File: src/rtl/npn4_pkg.sv
// Shared types and constants for the 4-input NPN canonicalizer.
package npn4_pkg;

    localparam int unsigned TT_W   = 16;
    localparam int unsigned N_PERM = 24;
    localparam int unsigned N_PAIR = 384;

    // Entry k holds (p(0), p(1), p(2), p(3)): input i of the result reads source input p(i).
    // Entries are in lexicographic order, so 0 is the identity and 23 is (3,2,1,0).
    localparam logic [1:0] PERM_TABLE [N_PERM][4] = '{
        '{2'd0, 2'd1, 2'd2, 2'd3}, '{2'd0, 2'd1, 2'd3, 2'd2},
        '{2'd0, 2'd2, 2'd1, 2'd3}, '{2'd0, 2'd2, 2'd3, 2'd1},
        '{2'd0, 2'd3, 2'd1, 2'd2}, '{2'd0, 2'd3, 2'd2, 2'd1},
        '{2'd1, 2'd0, 2'd2, 2'd3}, '{2'd1, 2'd0, 2'd3, 2'd2},
        '{2'd1, 2'd2, 2'd0, 2'd3}, '{2'd1, 2'd2, 2'd3, 2'd0},
        '{2'd1, 2'd3, 2'd0, 2'd2}, '{2'd1, 2'd3, 2'd2, 2'd0},
        '{2'd2, 2'd0, 2'd1, 2'd3}, '{2'd2, 2'd0, 2'd3, 2'd1},
        '{2'd2, 2'd1, 2'd0, 2'd3}, '{2'd2, 2'd1, 2'd3, 2'd0},
        '{2'd2, 2'd3, 2'd0, 2'd1}, '{2'd2, 2'd3, 2'd1, 2'd0},
        '{2'd3, 2'd0, 2'd1, 2'd2}, '{2'd3, 2'd0, 2'd2, 2'd1},
        '{2'd3, 2'd1, 2'd0, 2'd2}, '{2'd3, 2'd1, 2'd2, 2'd0},
        '{2'd3, 2'd2, 2'd0, 2'd1}, '{2'd3, 2'd2, 2'd1, 2'd0}
    };

    typedef enum logic [1:0] {
        IDLE,
        SEARCH,
        DONE
    } state_t;

    typedef struct packed {
        logic [TT_W-1:0] canon_tt;
        logic [4:0]      perm_idx;
        logic [3:0]      neg_mask;
        logic            out_neg;
    } result_t;

endpackage

File: src/rtl/npn4_xform.sv
// Combinational input permutation/negation of a 4-input truth table:
// xt[m] = tt[s] where s[p(i)] = m[i] ^ neg_mask[i].
module npn4_xform
    import npn4_pkg::*;
(
    input  logic [TT_W-1:0] tt,
    input  logic [4:0]      perm_idx,
    input  logic [3:0]      neg_mask,
    output logic [TT_W-1:0] xt
);

    logic [4:0] p;
    logic [3:0] m4;
    logic [3:0] s;

    // Build each result minterm by routing its (negated) input bits to source positions.
    always_comb begin
        xt = '0;
        m4 = '0;
        s  = '0;
        p  = (perm_idx < 5'd24) ? perm_idx : 5'd0;
        for (int unsigned m = 0; m < TT_W; m++) begin
            m4 = m[3:0];
            s  = '0;
            for (int unsigned i = 0; i < 4; i++) begin
                s[PERM_TABLE[p][i]] = m4[i] ^ neg_mask[i];
            end
            xt[m] = tt[s];
        end
    end

endmodule

File: src/rtl/npn4_canon.sv
// Sequential NPN canonicalizer: scans all 24 permutations x 16 input
// negations, one per cycle, keeping the first strictly smallest result.
module npn4_canon
    import npn4_pkg::*;
#(
    parameter bit EARLY_EXIT = 1'b1
) (
    input  logic            clk,
    input  logic            rst_n,
    input  logic            in_valid,
    output logic            in_ready,
    input  logic [TT_W-1:0] tt_in,
    output logic            out_valid,
    input  logic            out_ready,
    output logic [TT_W-1:0] canon_tt,
    output logic [4:0]      perm_idx,
    output logic [3:0]      neg_mask,
    output logic            out_neg
);

    state_t          state;
    state_t          state_next;
    logic [8:0]      idx;
    logic [TT_W-1:0] tt_q;
    result_t         best;

    logic [TT_W-1:0] t;
    logic [TT_W-1:0] t_n;
    logic [TT_W-1:0] cand;
    logic            cand_neg;
    logic            last_pair;
    logic            stop_early;
    logic            better;

    npn4_xform u_xform (
        .tt       (tt_q),
        .perm_idx (idx[8:4]),
        .neg_mask (idx[3:0]),
        .xt       (t)
    );

    assign t_n        = ~t;
    assign cand_neg   = (t_n < t);
    assign cand       = cand_neg ? t_n : t;
    assign last_pair  = (idx == 9'(N_PAIR - 1));
    assign stop_early = EARLY_EXIT && (best.canon_tt == '0);
    assign better     = (cand < best.canon_tt);

    assign canon_tt = best.canon_tt;
    assign perm_idx = best.perm_idx;
    assign neg_mask = best.neg_mask;
    assign out_neg  = best.out_neg;

    // State register.
    always_ff @(posedge clk or negedge rst_n) begin
        if (!rst_n) state <= IDLE;
        else        state <= state_next;
    end

    // Next-state and handshake outputs.
    always_comb begin
        state_next = state;
        in_ready   = 1'b0;
        out_valid  = 1'b0;
        case (state)
            IDLE: begin
                in_ready = 1'b1;
                if (in_valid) state_next = SEARCH;
            end
            SEARCH: begin
                if (stop_early || last_pair) state_next = DONE;
            end
            DONE: begin
                out_valid = 1'b1;
                if (out_ready) state_next = IDLE;
            end
            default: state_next = IDLE;
        endcase
    end

    // Job capture, pair counter and running best; best doubles as the held result.
    always_ff @(posedge clk or negedge rst_n) begin
        if (!rst_n) begin
            tt_q <= '0;
            idx  <= '0;
            best <= '0;
        end else begin
            case (state)
                IDLE: begin
                    if (in_valid) begin
                        tt_q          <= tt_in;
                        idx           <= '0;
                        best.canon_tt <= '1;
                        best.perm_idx <= '0;
                        best.neg_mask <= '0;
                        best.out_neg  <= 1'b0;
                    end
                end
                SEARCH: begin
                    if (!stop_early) begin
                        idx <= idx + 9'd1;
                        if (better) begin
                            best.canon_tt <= cand;
                            best.perm_idx <= idx[8:4];
                            best.neg_mask <= idx[3:0];
                            best.out_neg  <= cand_neg;
                        end
                    end
                end
                default: ;
            endcase
        end
    end

endmodule

File: config.mk
export PLATFORM = sky130hd
export DESIGN_NAME = npn4_canon
export DESIGN_NICKNAME = d
export VERILOG_FILES = /design/src/rtl/npn4_pkg.sv /design/src/rtl/npn4_xform.sv /design/src/rtl/npn4_canon.sv
export SDC_FILE = /design/constraint.sdc
export NUM_CORES = 1
export LEC_CHECK = 0
export CORE_MARGIN = 8
export CORE_UTILIZATION = 35
export CTS_BUF_LIST = sky130_fd_sc_hd__clkbuf_16
export CTS_CLUSTER_DIAMETER = 200
export DETAILED_ROUTE_END_ITERATION = 16
export PLACE_DENSITY = 0.52
export SYNTH_ARGS = -nofsm -noshare
export SYNTH_HDL_FRONTEND = slang
export SYNTH_SLANG_ARGS = --single-unit
File: constraint.sdc
create_clock -name clk -period 6.83 [get_ports clk]
set_input_delay 2.049 -clock clk [delete_from_list [all_inputs] [get_ports clk]]
set_output_delay 2.049 -clock clk [all_outputs]
set_load 0.05 [all_outputs]
==> metrics.cfg <==
[sta]
worst_pin_slew_ps=972.4
fin_crit_sh_pct=91.38
rsz0062_at_grt=false
fin_crit_ps=6241
slew_viol_final=0
setup_viol=0
fin_setup_tns_ps=0
finalClockSkew_ps=4.356
final_hold_viol_count=0
relSlewSlack_pct=34.74
fmax_mhz=160.2
worst_slack_ps=588.9

[drt]
drt-pass1-iter-count=5
drc_errors=0
drtIter0Drc=399
wl_per_cell_um=20.75
viasPerCell=5.636
route.vias.total=6047
ant_nets=0
wl_um=22270

[critical_path]
start_kind=register
r2r_cells=27
slowest_delay_ps=590
timing.rr.end=out_neg$_DFFE_PN0P_
required_ps=7060
cp-end-kind=register
r2r_start=idx[8]$_DFFE_PN0P_
critPathLaunch=idx[8]$_DFFE_PN0P_
crit_family=compound AO/OA/AOI/OAI gates
crit_path_top_delay_cell=mux4_1
path_common_cell=a21o_1
worst-setup-path-type=register to register
crit_fanout=16
worstPathArrival_ps=6470
r2r_slack_ps=590
worst-path-buf-inv=3

[job]
max_cap_viol_count=0

[floorplanning]
die_h_um=157.0
fp-row-count=51
core-area_sq_um=19460
ios=48
start_util_pct=35.74
fp.dieArea_sq_um=24640
die_x_um=157.0

[layout]
n_antenna_cell=0
drive_gt1_share_pct=14.60
nNetsFinal=844
nFillCells=1977
area_growth_pct=12.05

[placed_design]
dpl_worst_slack_ps=459.2
portBuffers=47
place_congestion=0.8591
dp_hpwl_um=16120

[global_routing]
grt_overflow_total=0
grt_pass1_vias=5987
antenna_found_initial=0
grt_max_degree=54
grt_pass1_wl_um=35150
gr-usage-all-layers_pct=18.28

[power_and_ir_drop]
switchingPower_mw=2.421
peakVddDrop_uv=334.4
combPwrFrac_pct=80.9
p_leak_nw=3.724
intPower_mw=2.115
clkPwrFrac_pct=5.8
swShare_pct=53.37
pwr_density_cell_nw_per_um2=582.1
sequentialPowerShare_pct=13.3

[cts]
clk-insertion-delay-late_ps=310
ctsHoldBuffers=0
cts_htree_levels=2
cts_made_buffers=5
cts_tree=built
clkTransAtPathRegs_ps=70
cts.sinks=53
root_buffer=clkbuf_16
clk_path_buf_depth=2

[min_path]
whs_endpoint=perm_idx[0]$_DFFE_PN0P_
hold_start=perm_idx[0]$_DFFE_PN0P_
whs_path_depth=2
min_path_type=register to register

[yosys]
synth_cell_types=77
yosys_most_used_dff=dfrtp_1
ys_seq_area_share_pct=19.07
syn_area_per_cell_sq_um=8.727
synth_seq_cells=53
netlist_instances=797
synth-warning-count=0
netlist_area_sq_um=6955
synth-edff-count=0
synth_async_sr_flop_share_pct=100.0
syn-num-nets=834

[run_status]
status=complete, no violations

[final cells by class]
class                           instances  area [sq um]  share of cell area [%]
Clock buffer                            5         125.1                   1.605
Clock inverter                          3         18.77                  0.2408
Inverter                               48         180.2                   2.312
Multi-Input combinational cell        624          5124                   65.74
Sequential cell                        53          1326                   17.02
Tap cell                              265         331.6                   4.254
Timing Repair Buffer                   75         688.2                   8.830
[logic make-up after synthesis]
group	after synthesis	share of synthesized area, %
AO/OA/AOI/OAI	155	15.54
XOR/XNOR	21	2.914
adder cells (fa/ha/maj)	17	3.058
buffers and inverters	120	7.483
flip-flops	53	19.07
multiplexers	252	38.53
AND/OR/NAND/NOR	179	13.40
[per-layer routing]
layer | up-vias | global-route usage, % | wire [um]
met5 | - | 0 | 0
met2 | 164 | 29.93 | 10430
met3 | 34 | 2.495 | 1011
met4 | 0 | 5.446 | 524
li1 | 2900 | - | -
met1 | 2949 | 24.55 | 10300
[power groups by stage]
stage                     Sequential [mW]  Combinational [mW]  Clock, mW
after floorplan                     0.602                2.75          0
after global placement              0.612                3.63          0
after detailed placement            0.604                3.65          0
after CTS                           0.598                3.66      0.275
after global routing                0.615                3.98      0.284
final                               0.602                3.67      0.264
[cells in the final DEF, fill, tap and decap left out, drive strengths merged, types with 3 or more instances in the layout]
cell	netlist	final
a31oi	17	17
nand2	39	39
nor2	53	53
nand3b	4	4
mux2i	214	214
buf	31	29
clkdlybuf4s50	0	46
a21oi	28	28
a211oi	20	20
nand2b	18	18
nor3	5	5
nand3	8	8
dfrtp	53	53
o21ai	47	47
nor2b	10	10
o22ai	4	4
clkbuf	41	5
xnor2	6	6
inv	48	49
nand4	4	4
or3	5	5
a21o	8	8
mux4	8	8
nor4	6	6
mux2	30	30
a211o	3	3
and2	6	6
a21boi	4	4
xor2	15	15
ha	17	17
or2	12	12
[repair_timing]
action	4_1_cts	5_1_grt
buffers inserted	0	0
endpoints found under the setup margin	0	15
resized for setup	0	2
[flip-flops by register name, summed over array words and instances (netlist names)]
signal and count:
neg_mask 4, idx 9, perm_idx 5, tt_q 16, state 2, out_neg 1, canon_tt 16
[synthesized netlist by cell type (16+ instances only)]
cell type / instances / share of area (%)
o21ai_0: 26 / 1.9
mux2i_1: 213 / 31
nor2_1: 51 / 2.8
nand2b_1: 17 / 1.5
dfrtp_1: 53 / 19
ha_1: 17 / 3.1
a21oi_1: 22 / 1.6
a211oi_1: 19 / 2.1
nand2_1: 39 / 2.1
mux2_2: 30 / 4.9
inv_1: 47 / 2.5
clkbuf_1: 41 / 2.2
a31oi_1: 16 / 1.4
[tightest hold or removal path: cells and delay by family (launching register included)]
kind                   cells  cell delay [ps]
multiplexers               1               50
buffers and inverters      1               50
flip-flops                 1              380
[through the flow]
stage               utilization [%]  hold WS [ps]  cells  instance area [sq um]  total power [mW]
floorplan                         -         611.9    797                   6955             3.352
detailed placement            39.27         511.0   1065                   7642             4.255
finish                        40.04         517.3   1073                   7794             4.536
global placement              39.27         509.4   1065                   7642             4.244
CTS                           40.01         524.8   1073                   7786             4.538
global route                  40.04         536.2   1073                   7794             4.881
[how the worst max path moves through the flow]
stage,cells past startpoint,slack (ps),end
6_report,27,590,out_neg$_DFFE_PN0P_
5_1_grt,27,120,out_neg$_DFFE_PN0P_
4_1_cts,27,440,out_neg$_DFFE_PN0P_
3_5_place_dp,27,460,out_neg$_DFFE_PN0P_
3_3_place_gp,27,630,perm_idx[2]$_DFFE_PN0P_
2_1_floorplan,32,550,neg_mask[0]$_DFFE_PN0P_
Note: power is estimated with default switching activity, not from simulation.
